$ cat config.mk
export PLATFORM = sky130hd
export DESIGN_NAME = writeback_arbiter
export DESIGN_NICKNAME = d
export VERILOG_FILES = /design/src/rtl/writeback_arbiter.sv
export SDC_FILE = /design/constraint.sdc
export NUM_CORES = 1
export LEC_CHECK = 0
export BUFFER_PORTS_ARGS = -buffer_cell sky130_fd_sc_hd__buf_2
export CAP_MARGIN = 20
export CORE_UTILIZATION = 45
export DETAILED_ROUTE_END_ITERATION = 12
export GPL_TIMING_DRIVEN = 0
export PLACE_DENSITY = 0.66
export SETUP_SLACK_MARGIN = 0.3
export SYNTH_ARGS = -nofsm -noshare
export SYNTH_HDL_FRONTEND = slang
export SYNTH_SLANG_ARGS = --single-unit
$ cat constraint.sdc
create_clock -name clk -period 9.4 [get_ports clk]
set_clock_uncertainty 0.15 [all_clocks]
set_input_delay 1.88 -clock clk [delete_from_list [all_inputs] [get_ports clk]]
set_output_delay 1.88 -clock clk [all_outputs]
set_load 0.02 [all_outputs]
$ cat src/rtl/writeback_arbiter.sv
// Merges load-unit and ALU results through an in-order queue into one register-file write port.
// Optional pending-write lookup on chk_ad/chk_hit/chk_data is enabled by the WB_FORWARD_EN macro.
module writeback_arbiter #(
   parameter int DEPTH = 4
) (
   input  logic        clk,
   input  logic        rst,
   input  logic        ld_valid,
   output logic        ld_ready,
   input  logic [4:0]  ld_rd,
   input  logic [31:0] ld_data,
   input  logic        alu_valid,
   output logic        alu_ready,
   input  logic [4:0]  alu_rd,
   input  logic [31:0] alu_data,
   output logic        WE3,
   output logic [4:0]  AD3,
   output logic [31:0] WD3,
   output logic        busy,
   input  logic [4:0]  chk_ad,
   output logic        chk_hit,
   output logic [31:0] chk_data
);

   localparam int PW = $clog2(DEPTH);
   localparam int CW = PW + 1;
   localparam logic [PW-1:0] PTR_ONE     = PW'(1);
   localparam logic [CW-1:0] CNT_ZERO    = CW'(0);
   localparam logic [CW-1:0] CNT_LD_MAX  = CW'(DEPTH - 1);
   localparam logic [CW-1:0] CNT_ALU_MAX = CW'(DEPTH - 2);

   logic [4:0]    rd_mem_q   [DEPTH];
   logic [31:0]   data_mem_q [DEPTH];
   logic [PW-1:0] wr_ptr_q, wr_ptr_d;
   logic [PW-1:0] rd_ptr_q, rd_ptr_d;
   logic [PW-1:0] alu_idx_s;
   logic [CW-1:0] count_q, count_d;
   logic          ld_en_s, alu_en_s, pop_s;
   logic          we3_q, we3_d;
   logic [4:0]    ad3_q, ad3_d;
   logic [31:0]   wd3_q, wd3_d;
   logic          ld_ready_q, alu_ready_q, busy_q;

   // Next-state: accepted enqueues (rd=0 dropped), head pop, pointer/count update, output load.
   always_comb begin
      ld_en_s   = ld_valid & ld_ready_q & (ld_rd != 5'd0);
      alu_en_s  = alu_valid & alu_ready_q & (alu_rd != 5'd0);
      pop_s     = (count_q != CNT_ZERO);
      alu_idx_s = ld_en_s ? (wr_ptr_q + PTR_ONE) : wr_ptr_q;
      wr_ptr_d  = alu_en_s ? (alu_idx_s + PTR_ONE) : alu_idx_s;
      rd_ptr_d  = pop_s ? (rd_ptr_q + PTR_ONE) : rd_ptr_q;
      count_d   = count_q + {{PW{1'b0}}, ld_en_s} + {{PW{1'b0}}, alu_en_s}
                  - {{PW{1'b0}}, pop_s};
      we3_d     = 1'b0;
      ad3_d     = ad3_q;
      wd3_d     = wd3_q;
      if (pop_s) begin
         we3_d = 1'b1;
         ad3_d = rd_mem_q[rd_ptr_q];
         wd3_d = data_mem_q[rd_ptr_q];
      end else begin
         we3_d = 1'b0;
      end
   end

   // Control/output registers; readies and busy are precomputed from next-state occupancy.
   always_ff @(posedge clk) begin
      if (rst) begin
         wr_ptr_q    <= '0;
         rd_ptr_q    <= '0;
         count_q     <= '0;
         we3_q       <= 1'b0;
         ad3_q       <= 5'd0;
         wd3_q       <= 32'd0;
         ld_ready_q  <= 1'b1;
         alu_ready_q <= 1'b1;
         busy_q      <= 1'b0;
      end else begin
         wr_ptr_q    <= wr_ptr_d;
         rd_ptr_q    <= rd_ptr_d;
         count_q     <= count_d;
         we3_q       <= we3_d;
         ad3_q       <= ad3_d;
         wd3_q       <= wd3_d;
         ld_ready_q  <= (count_d <= CNT_LD_MAX);
         alu_ready_q <= (count_d <= CNT_ALU_MAX);
         busy_q      <= (count_d != CNT_ZERO) | we3_d;
      end
   end

   // Queue storage; the load entry lands ahead of a same-cycle ALU entry.
   always_ff @(posedge clk) begin
      if (ld_en_s) begin
         rd_mem_q[wr_ptr_q]   <= ld_rd;
         data_mem_q[wr_ptr_q] <= ld_data;
      end
      if (alu_en_s) begin
         rd_mem_q[alu_idx_s]   <= alu_rd;
         data_mem_q[alu_idx_s] <= alu_data;
      end
   end

`ifdef WB_FORWARD_EN
   logic [PW-1:0] fwd_idx_s;
   logic          fwd_match_s;

   // Lookup: output register first, then queue oldest-to-youngest so the youngest match wins.
   always_comb begin
      chk_hit     = 1'b0;
      chk_data    = 32'd0;
      fwd_idx_s   = rd_ptr_q;
      fwd_match_s = we3_q & (ad3_q == chk_ad) & (chk_ad != 5'd0);
      chk_hit     = fwd_match_s;
      chk_data    = fwd_match_s ? wd3_q : 32'd0;
      for (int i = 0; i < DEPTH; i++) begin
         fwd_idx_s   = rd_ptr_q + PW'(i);
         fwd_match_s = (CW'(i) < count_q) & (rd_mem_q[fwd_idx_s] == chk_ad)
                       & (chk_ad != 5'd0);
         chk_hit     = fwd_match_s ? 1'b1 : chk_hit;
         chk_data    = fwd_match_s ? data_mem_q[fwd_idx_s] : chk_data;
      end
   end
`else
   logic unused_chk_s;

   // Lookup disabled: outputs tied low and chk_ad intentionally ignored.
   always_comb begin
      unused_chk_s = ^chk_ad;
      chk_hit      = 1'b0;
      chk_data     = 32'd0;
   end
`endif

   assign ld_ready  = ld_ready_q;
   assign alu_ready = alu_ready_q;
   assign WE3       = we3_q;
   assign AD3       = ad3_q;
   assign WD3       = wd3_q;
   assign busy      = busy_q;

endmodule
Word-level counts from Yosys, hierarchy flattened
Memories as Yosys holds them, arrays and structs flattened. A register that Yosys moved wholly into a read port is not among the register bits.
Index checks and enable logic that the tools add are counted.
{ "totals": {"ff_bits": 11, "latchBits": 0, "ramBits": 148, "rom_bits": 0, "input_bits": 83, "output_inout_bits": 74, "elab_cells": 33, "memories": 2} }
{ "memory_table": {"columns": ["name", "words", "word_bits", "read_ports", "rd_clocked_by_memory_dff", "write_ports", "line_no", "source"], "rows": [
  ["data_mem_q", 4, 32, 1, 1, 2, "33", "logic [31:0] data_mem_q [DEPTH];"],
  ["rd_mem_q", 4, 5, 1, 1, 2, "32", "logic [4:0] rd_mem_q [DEPTH];"]
]} }
{ "op_classes": {"add_sub_neg": 6, "multipliers": 0, "div": 0, "n_lt_le_gt_ge": 2, "n_eq_ne": 0, "shift": 0, "muxes": 7, "n_bitwise": 5, "reduce_logical": 4} }
{ "ops": {"columns": ["op", "n"], "rows": [
  ["$reduce_bool 5->1", 2],
  ["$add 2x1->2 const B", 3],
  ["$add 3x1->3", 2],
  ["$le 3x2->1 const B", 2],
  ["$reduce_bool 3->1", 2],
  ["$mux 1", 5],
  ["$and 1x1->1", 4],
  ["$mux 2", 2],
  ["$sub 3x1->3", 1],
  ["$or 1x1->1", 1]
]} }

Logic depth before layout (Yosys ltp)
Gate-level depths: netlist (run 1).
{ "depth": {"word_depth": 7, "ltp_mapped": 13, "ltp_nobuf": 12} }

Worst setup path after synthesis (run 1)
OpenSTA, ideal clock, no wires.
{ "synth_path": {"path_type": "input-to-reg", "start": "in ld_rd[1]", "end": "mem data_mem_q[3][0], enable pin", "setup_ns": 0.511, "t_arrival_ns": 4.424, "t_required_ns": 8.739, "slack_ns": 4.315, "cell_stages": 11, "cell_sequence": "or3_1 o311a_1 buf_6 mux2i_1 inv_1 ha_1 nand3_1 a21o_1 buf_2 buf_2 nand2_1"} }
{ "synth_rtl": {"columns": ["item", "line_no", "source"], "rows": [
  ["from (decl)", "10", "input logic [4:0] ld_rd,"],
  ["to (decl)", "33", null]
]} }

==> results of run 1 <==
==> cells in the mapped netlist <==
cell      count  area [sq um]
nor3_1        2          10.0
buf_4        37           278
or3_1         1          6.26
nor2b_1       1          6.26
dfxtp_1      48           961
a211oi_1      1          7.51
nor4_1        1          6.26
inv_2         2          7.51
clkbuf_1     14          52.6
fa_1          2          40.0
a21o_1        2          15.0
mux2_2      147          1660
o311a_1       1          10.0
a21oi_1      38           190
inv_1         9          33.8
buf_1         2          7.51
buf_2        11          55.1
conb_1        1          3.75
ha_1          9           113
nor3b_1       1          7.51
mux2i_1       1          10.0
or4_1         1          7.51
edfxtp_1    148          4440
mux4_2       37           833
o21ai_0       1          5.00
buf_6         7          78.8
mux2_4        1          15.0
nor2_1        8          30.0
xor2_1        2          17.5
and2_1        1          6.26
nand3_1       1          5.00
nand2_1      88           330
xnor2_4       1          27.5
==> worst max-delay path by stage <==
stage	endpoint	cells after the start
2_1_floorplan	data_mem_q[3][0]	11
4_1_cts	data_mem_q[3][11]	13
3_3_place_gp	data_mem_q[3][12]	12
6_report	data_mem_q[3][13]	13
3_5_place_dp	data_mem_q[3][16]	13
5_1_grt	data_mem_q[3][11]	13
==> tightest hold or removal path, cell delays in order, from the launching register on <==
cell and delay (ps):
dfxtp_1 310, nand2_1 50, a21oi_1 50
==> area by class of cell <==
cell class                      instances  area [sq um]  share of cell area
Antenna cell                            1          2.50            0.000227
Buffer                                 71           472              0.0429
Clock buffer                           17           425              0.0387
Clock inverter                         15           165              0.0150
Inverter                               11          41.3             0.00375
Multi-Input combinational cell        381          3490               0.317
Sequential cell                       196          5410               0.491
Tap cell                              270           338              0.0307
Timing Repair Buffer                  121           666              0.0605
==> flip-flops by register name, summed over array words and instances, names as in the netlist <==
register,flops
count_q,3
rd_mem_q,20
rd_ptr_q,2
ld_ready,1
alu_ready,1
WE3,1
WD3,32
wr_ptr_q,2
data_mem_q,128
AD3,5
busy,1
==> kinds of logic after synthesis <==
logic type	Yosys count
flops	196
other cells	1
simple gates	105
mux	186
fa+ha+maj	11
xor+xnor	3
buf+inv	82
compound gates	43
==> metrics by stage <==
stage	instance area, sq um	worst slack (ps)	util
after global routing	11000	4000	0.544
after floorplan	9400	4320	-
after CTS	11000	4180	0.544
after detailed placement	10400	3740	0.514
final	11000	4200	0.544
after global placement	10300	2760	0.510
==> per-layer routing <==
layer,wire (microns),track usage,vias to the layer above,part of all wire
met1,8690,0.252,2711,0.41
met2,11000,0.363,185,0.52
met3,1210,0.0420,23,0.057
met4,329,0.0774,2,0.016
li1,-,-,2618,-
met5,10,0,-,0.00047
==> report_power, final <==
group	internal (W)	total, W	switching, W
Clock	0.000415	0.000738	0.000322
Sequential	0.00129	0.00139	0.0000975
Combinational	0.000587	0.00137	0.000785
==> results.yml, run 1 <==
status:
  status: "finished, final reports clean"
logic_synthesis:
  synth_top_family_by_area: "multiplexers"
  synth-compound-area-share: 0.0245
  seq_area_frac_synth: 0.583
  synth_area_sq_um: 9280
  synth_mux_area_frac: 0.271
  synth_area_per_cell_sq_um: 14.8
  synth-simple-area-share: 0.0448
  synth_xor_area_frac: 0.00486
  yosysUniqueCellTypes: 33
  synthAdderAreaFrac: 0.0165
  ys_ff_latch: 196
  postSynthCellCount: 627
  ys.warnings.count: 0
global_route:
  grt_max_degree: 26
  grtUsageTotal: 0.207
  antenna_found_initial: 3
  grt_pass1_vias: 5903
  overflow: 0
  grt_pass1_wl_microns: 32500
route:
  routedWlPerCell_microns: 19.6
  drt_first_iter_violations: 409
  remaining_drc_errors: 0
  routed_wirelength_microns: 21200
  first_pass_iters: 4
  vias_per_cell: 5.11
  postRouteAntennaNets: 0
  vias: 5539
clock_network:
  cts.clk_slew.worst_paths_ps: 70
  cts_made_buffers: 17
  cts_tree: "yes"
  post-cts-setup-buffers: 0
  hold_buffers: 0
  clock_latency_ps: 430
  cts.sinks: 196
  htreeDepth: 4
  cts_resized: 0
  clock_path_buffers: 2
  ctsRootBufferMaster: "clkbuf_16"
die:
  start_util: 0.458
  fp.dieW_microns: 146
  fp.dieH_microns: 146
  die_area_sq_um: 21200
  io_pins: 157
  coreArea_sq_um: 20200
  row_count: 52
setup_path:
  cp_slowest_cell: "nand2_2"
  path_cells: "buf_2, or3_1, o311a_1, buf_6, mux2i_1, inv_1, ha_1, nand3_1, a21o_1, buf_2, buf_2, nand2_2, buf_12"
  cp_common_cell: "buf_2"
  worstPathRequired_ps: 9430
  path_max_fanout: 19
  rrSetupSlack_ps: 5840
  rr_worst_depth: 11
  cp-startpoint: "ld_rd[1]"
  crit_family: "buffers and inverters"
  crit_buf_inv: 6
  crit_path_max_incr_delay_ps: 430
  cp-start-kind: "primary input"
  arrival_ps: 5230
  reg2reg_from: "wr_ptr_q[0]"
  worstReg2RegEnd: "data_mem_q[3][13]"
  crit_type: "in -> reg"
  cp-end-kind: "register"
sta:
  setup_viol: 0
  fin_tns_setup_ps: 0
  whs_ps: 300
  fmax_ghz: 0.192
  relSlewSlack: 0.480
  worstMarginPinSlew_ps: 780
  grt_setup_unrepaired: "false"
  fin_crit_ps: 5200
  hold_viol_final: 0
  period_share: 0.553
  slew_viol_final: 0
placed_design:
  dp.cells: 1050
  hpwl_microns: 14300
  port-buffer-count: 117
  place_congestion: 0.763
worst_hold_path:
  min_path_type: "reg -> reg"
  hold_end: "WD3[28]"
  whs_path_depth: 2
  hold_path_startpoint: "WD3[28]"
final_layout:
  mostFrequentLayoutCell: "edfxtp_1"
  nFillCells: 1712
  drive_gt1_frac: 0.490
  layout.cells.non_filler: 1083
  final_nets: 893
  syn_to_final_growth_pct: 18.6
  final_cell_mix: "edfxtp_1, mux2_2, buf_2"
pwr:
  power_w: 0.00350
  ir_drop_v: 0.000179
  power.density_nw_per_um2: 318
  p_leak_nw: 4.23
run:
  max_cap_viol_count: 0
Note: power is estimated with default switching activity, not from simulation.
==> run 2, diff against run 1 <==
--- a/config.mk
+++ b/config.mk
@@ -10,7 +10,7 @@
 export CORE_UTILIZATION = 45
 export DETAILED_ROUTE_END_ITERATION = 12
 export GPL_TIMING_DRIVEN = 0
-export PLACE_DENSITY = 0.66
+export PLACE_DENSITY = 0.69
 export SETUP_SLACK_MARGIN = 0.3
 export SYNTH_ARGS = -nofsm -noshare
 export SYNTH_HDL_FRONTEND = slang
==> constraint.sdc (replaced) <==
create_clock -name clk -period 4.6 [get_ports clk]
set_clock_uncertainty 0.15 [all_clocks]
set_input_delay 0.92 -clock clk [delete_from_list [all_inputs] [get_ports clk]]
set_output_delay 0.92 -clock clk [all_outputs]
set_load 0.02 [all_outputs]
==> run 2 against run 1 <==
  * Setup slack lost 3700 ps
  * Wire length shrank 2.8%
  * Highest routed layer unchanged
  * Clock-buffer cell count grew 3
  * Worst hold slack lost 0.89 ps
  * Power grew 100%
  * Non-clock buffer count is the same
  * Utilization shrank 0.13 points
  * Global-route usage shrank 0.56 points
  * Clock power grew 92%
  * First-iteration DRC count shrank 28%
  * Via count grew 0.23%
  * Largest cell class unchanged
  * Largest power group unchanged
  * Cell area shrank 0.24%
==> results.yml, run 2 (same netlist as run 1, synthesis figures left out) <==
status:
  status: "finished, final reports clean"
global_route:
  grt_pass1_wl_microns: 31500
  grt_max_degree: 29
  grtUsageTotal: 0.201
  antenna_found_initial: 5
  grt_pass1_vias: 5600
  overflow: 0
run:
  max_cap_viol_count: 0
sta:
  setup_viol: 0
  whs_ps: 299
  grt_setup_unrepaired: "false"
  period_share: 0.883
  fmax_ghz: 0.246
  fin_crit_ps: 4060
  hold_viol_final: 0
  relSlewSlack: 0.517
  slew_viol_final: 0
  fin_tns_setup_ps: 0
  worstMarginPinSlew_ps: 725
setup_path:
  path_max_fanout: 25
  cp-start-kind: "primary input"
  arrival_ps: 4090
  crit_type: "in -> reg"
  cp-end-kind: "register"
  cp-startpoint: "ld_rd[1]"
  reg2reg_from: "wr_ptr_q[0]"
  worstReg2RegEnd: "data_mem_q[3][12]"
  worstPathRequired_ps: 4630
  rr_worst_depth: 11
  cp-endpoint: "data_mem_q[3][12]"
  rrSetupSlack_ps: 1190
clock_network:
  hold_buffers: 0
  cts_tree: "yes"
  ctsRootBufferMaster: "clkbuf_16"
  htreeDepth: 4
  clock_path_buffers: 2
  cts_made_buffers: 17
  clock_latency_ps: 430
  cts.sinks: 196
  cts_resized: 0
  post-cts-setup-buffers: 0
  cts.clk_slew.worst_paths_ps: 70
pwr:
  switching_share: 0.347
  ir_drop_v: 0.000324
  p_int_w: 0.00460
  power.switching_w: 0.00244
  power_w: 0.00704
  p_clk_frac: 0.201
  sequentialPowerShare: 0.405
  p_leak_nw: 4.21
  power.density_nw_per_um2: 641
  p_comb_frac: 0.394
die:
  coreArea_sq_um: 20200
  fp.dieH_microns: 146
  start_util: 0.458
  die_area_sq_um: 21200
  row_count: 52
  fp.dieW_microns: 146
  io_pins: 157
final_layout:
  nFillCells: 1699
  largest_reg_flops: 128
  final_cell_mix: "edfxtp_1, mux2_2, buf_2"
  final_nets: 893
  top_register: "data_mem_q"
  syn_to_final_growth_pct: 18.3
  mostFrequentLayoutCell: "edfxtp_1"
  layout.cells.non_filler: 1084
  drive_gt1_frac: 0.490
worst_hold_path:
  min_path_type: "reg -> reg"
route:
  wl_met2_microns: 10100
  routed.top_layer: "met5"
  wl_met1_microns: 8830
  remaining_drc_errors: 0
  routedWlPerCell_microns: 19.0
  wl_met3_microns: 1270
  routed_wirelength_microns: 20600
  postRouteAntennaNets: 0
  first_pass_iters: 6
  drt_first_iter_violations: 295
  vias_per_cell: 5.12
  vias: 5552
placed_design:
  dp.cells: 1050
  place_congestion: 0.731
  port-buffer-count: 117
  hpwl_microns: 13700
## run 2: cell types whose count changed in the layout (fill, tap and decap cells not counted), sizes merged
| cell | previous run | this run |
|---|---|---|
| bufinv | 3 | 1 |
| diode | 1 | 2 |
| clkbuf | 31 | 34 |
| clkinvlp | 4 | 6 |
| clkinv | 8 | 4 |
| inv | 11 | 12 |
## run 2: area by class of cell
class	count	area, sq um	share of cell area
inverter	11	41.3	0.00376
sequential	196	5410	0.492
clock buffer	20	447	0.0407
tap	270	338	0.0308
buffer	71	472	0.0430
multi-input combinational	381	3490	0.318
timing repair buffer	121	673	0.0613
clock inverter	12	108	0.00980
antenna	2	5.00	0.000456
## run 2: per-layer routing
| layer | vias to the layer above | track usage |
|---|---|---|
| li1 | 2623 | - |
| met1 | 2711 | 0.256 |
| met3 | 27 | 0.0414 |
| met4 | 4 | 0.0695 |
| met2 | 187 | 0.343 |
| met5 | - | 0 |
## run 2: how the worst min path moves through the flow
stage,startpoint,endpoint,depth (start not counted)
after detailed placement,WD3[7],WD3[7],2
after global routing,WD3[30],WD3[30],2
after floorplan,count_q[2],WE3,2
after global placement,WD3[27],WD3[27],2
after CTS,WD3[7],WD3[7],2
final,WD3[7],WD3[7],2
## run 2: per-stage QoR
| step | utilization | instance area [sq um] | worst slack (ps) |
|---|---|---|---|
| finish | 0.542 | 11000 | 539 |
| global route | 0.542 | 11000 | 428 |
| CTS | 0.542 | 11000 | 537 |
| detailed placement | 0.515 | 10400 | 114 |
| global placement | 0.510 | 10300 | -989 |
| floorplan | - | 9400 | 475 |
## run 2: power by group through the flow
stage,Sequential (W),Combinational [W],Clock (W)
3_5_place_dp,0.00289,0.00280,0
5_1_grt,0.00290,0.00301,0.00150
2_1_floorplan,0.00306,0.00174,0
4_1_cts,0.00286,0.00282,0.00144
6_report,0.00285,0.00277,0.00142
3_3_place_gp,0.00291,0.00269,0
## run 2: worst max-delay path, cell delays in order
cell and delay, ps:
buf_2 130, or3_1 390, o311a_1 320, buf_6 150
mux2i_1 340, inv_1 140, ha_1 210, nand3_1 70
a21o_1 140, buf_2 310, buf_2 350, nand2_2 310
buf_12 290
==> run 3, diff against run 2 <==
--- a/config.mk
+++ b/config.mk
@@ -7,11 +7,14 @@
 export LEC_CHECK = 0
 export BUFFER_PORTS_ARGS = -buffer_cell sky130_fd_sc_hd__buf_2
 export CAP_MARGIN = 20
+export CORE_ASPECT_RATIO = 0.8
 export CORE_UTILIZATION = 45
 export DETAILED_ROUTE_END_ITERATION = 12
 export GPL_TIMING_DRIVEN = 0
+export MAX_ROUTING_LAYER = met4
 export PLACE_DENSITY = 0.69
 export SETUP_SLACK_MARGIN = 0.3
+export SKIP_LAST_GASP = 1
 export SYNTH_ARGS = -nofsm -noshare
 export SYNTH_HDL_FRONTEND = slang
 export SYNTH_SLANG_ARGS = --single-unit
==> run 3 against run 2 <==
  * Final cell count is 0.74% lower
  * Sequential share of layout area is 0.13 points higher
  * Die area hardly changed
  * First-iteration DRC count is 20% higher
  * Combinational power hardly changed
  * Cell area is 0.26% lower
  * Register-to-register slack better by 20 ps
  * Flip-flop and latch count stayed put
  * Critical endpoint is now data_mem_q[3][0]
  * Largest power group unchanged
  * Highest routed layer is now met4
==> results.yml, run 3 (same netlist as run 1, synthesis figures left out) <==
status:
  status: "finished, final reports clean"
die:
  die_area_sq_um: 21200
  fp.dieH_microns: 130
  coreArea_sq_um: 20000
  start_util: 0.463
  row_count: 46
  io_pins: 157
  fp.dieW_microns: 163
run:
  max_cap_viol_count: 0
clock_network:
  cts.clk_slew.worst_paths_ps: 60
  ctsRootBufferMaster: "clkbuf_16"
  clock_path_buffers: 2
  hold_buffers: 0
  htreeDepth: 4
  post-cts-setup-buffers: 0
  cts_made_buffers: 17
  cts_tree: "yes"
  clock_latency_ps: 430
  cts.sinks: 196
global_route:
  busiest_layer: "met2"
  grtUsageTotal: 0.216
  overflow: 0
  grt_use_met1: 0.253
  grt_pass1_vias: 5824
  grt_max_degree: 23
  met3_usage: 0.0549
  grt_pass1_wl_microns: 32100
  antenna_found_initial: 0
  met2_usage: 0.373
setup_path:
  arrival_ps: 3970
  cp_slowest_cell: "or3_1"
  cp-start-kind: "primary input"
  cp-startpoint: "ld_rd[1]"
  crit_type: "in -> reg"
  crit_path_max_incr_delay_ps: 370
  cp_common_cell: "buf_2"
  cp-end-kind: "register"
  reg2reg_from: "count_q[1]"
  path_max_fanout: 22
  path_cells: "buf_2, or3_1, o311a_1, buf_6, mux2i_1, inv_1, ha_1, nand3_1, a21o_1, buf_2, buf_2, nand2_4, buf_12"
  worstPathRequired_ps: 4630
final_layout:
  drive_gt1_frac: 0.489
  mostFrequentLayoutCell: "edfxtp_1"
  final_cell_mix: "edfxtp_1, mux2_2, buf_2"
  n_antenna_cell: 0
  syn_to_final_growth_pct: 18.0
  largest_reg_flops: 128
  top_register: "data_mem_q"
  nFillCells: 1678
  final_nets: 893
sta:
  hold_viol_final: 0
  finalWorstSetupSlack_ps: 659
  grt_setup_unrepaired: "false"
  worstMarginPinSlew_ps: 761
  fmax_ghz: 0.254
  slew_viol_final: 0
  relSlewSlack: 0.493
  whs_ps: 299
  fin_crit_ps: 3940
  period_share: 0.857
  setup_viol: 0
route:
  remaining_drc_errors: 0
  routed_wirelength_microns: 21400
  vias: 5608
  postRouteAntennaNets: 0
  routedWlPerCell_microns: 19.9
  drt_first_iter_violations: 355
  first_pass_iters: 4
  vias_per_cell: 5.21
placed_design:
  port-buffer-count: 117
  place_ws_ps: 2.02
  place_congestion: 0.774
  hpwl_microns: 14300
worst_hold_path:
  min_path_type: "reg -> reg"
  hold_path_startpoint: "AD3[3]"
pwr:
  p_comb_frac: 0.398
  switching_share: 0.351
  ir_drop_v: 0.000277
  p_leak_nw: 4.22
  p_clk_frac: 0.198
  p_int_w: 0.00458
  power.switching_w: 0.00247
  power.density_nw_per_um2: 644
  sequentialPowerShare: 0.404
[run 3: cell count changes in the layout (fill, tap and decap cells not counted), sizes merged]
cell,change
clkinvlp,-3
inv,+1
clkbuf,-2
diode,-2
clkinv,+4
[run 3: repair_timing]
item,in CTS,in global routing
endpoints found under the setup margin,0,22
hold endpoints to repair,0,0
resized for setup,0,1
[run 3: area by class of cell]
class	count	area [sq um]	area share
sequential	196	5410	0.494
multi-input combinational	381	3490	0.319
timing repair buffer	121	666	0.0608
buffer	71	472	0.0431
clock buffer	18	429	0.0392
tap	264	330	0.0302
clock inverter	14	111	0.0102
inverter	11	41.3	0.00377
[run 3: routing by layer]
layer	part of all wire	up-vias
met3	0.063	21
met2	0.50	205
met1	0.43	2772
li1	-	2610
met4	0.011	0
met5	0	-
[run 3: per-stage QoR]
stage / util / TNS (ps) / total power (W) / instance area (sq um) / std cells
floorplan: - / 0 / 0.00479 / 9400 / 659
global placement: 0.515 / -80600 / 0.00557 / 10300 / 1040
detailed placement: 0.519 / 0 / 0.00571 / 10400 / 1044
CTS: 0.546 / 0 / 0.00711 / 10900 / 1076
global route: 0.547 / 0 / 0.00742 / 10900 / 1076
finish: 0.547 / 0 / 0.00705 / 10900 / 1076
[run 3: worst paths after layout]
path	end	slack (ps)	depth (start not counted)
setup / recovery	data_mem_q[3][0]	660	13
hold / removal	AD3[3]	300	2
setup reg to reg	busy	1210	12
hold reg to reg	AD3[3]	300	2
[run 3: critical path: cells and delay by family]
kind	cells	cell delay, ps
adder cells (fa/ha/maj)	1	200
AO/OA/AOI/OAI	2	460
multiplexers	1	320
AND/OR/NAND/NOR	3	690
buffers and inverters	6	1360
[run 3: power by group through the flow]
| stage | registers, W | logic, W | clock network (W) |
|---|---|---|---|
| 2_1_floorplan | 0.00306 | 0.00174 | 0 |
| 6_report | 0.00285 | 0.00280 | 0.00140 |
| 4_1_cts | 0.00286 | 0.00284 | 0.00141 |
| 3_5_place_dp | 0.00289 | 0.00282 | 0 |
| 5_1_grt | 0.00291 | 0.00304 | 0.00148 |
| 3_3_place_gp | 0.00289 | 0.00268 | 0 |
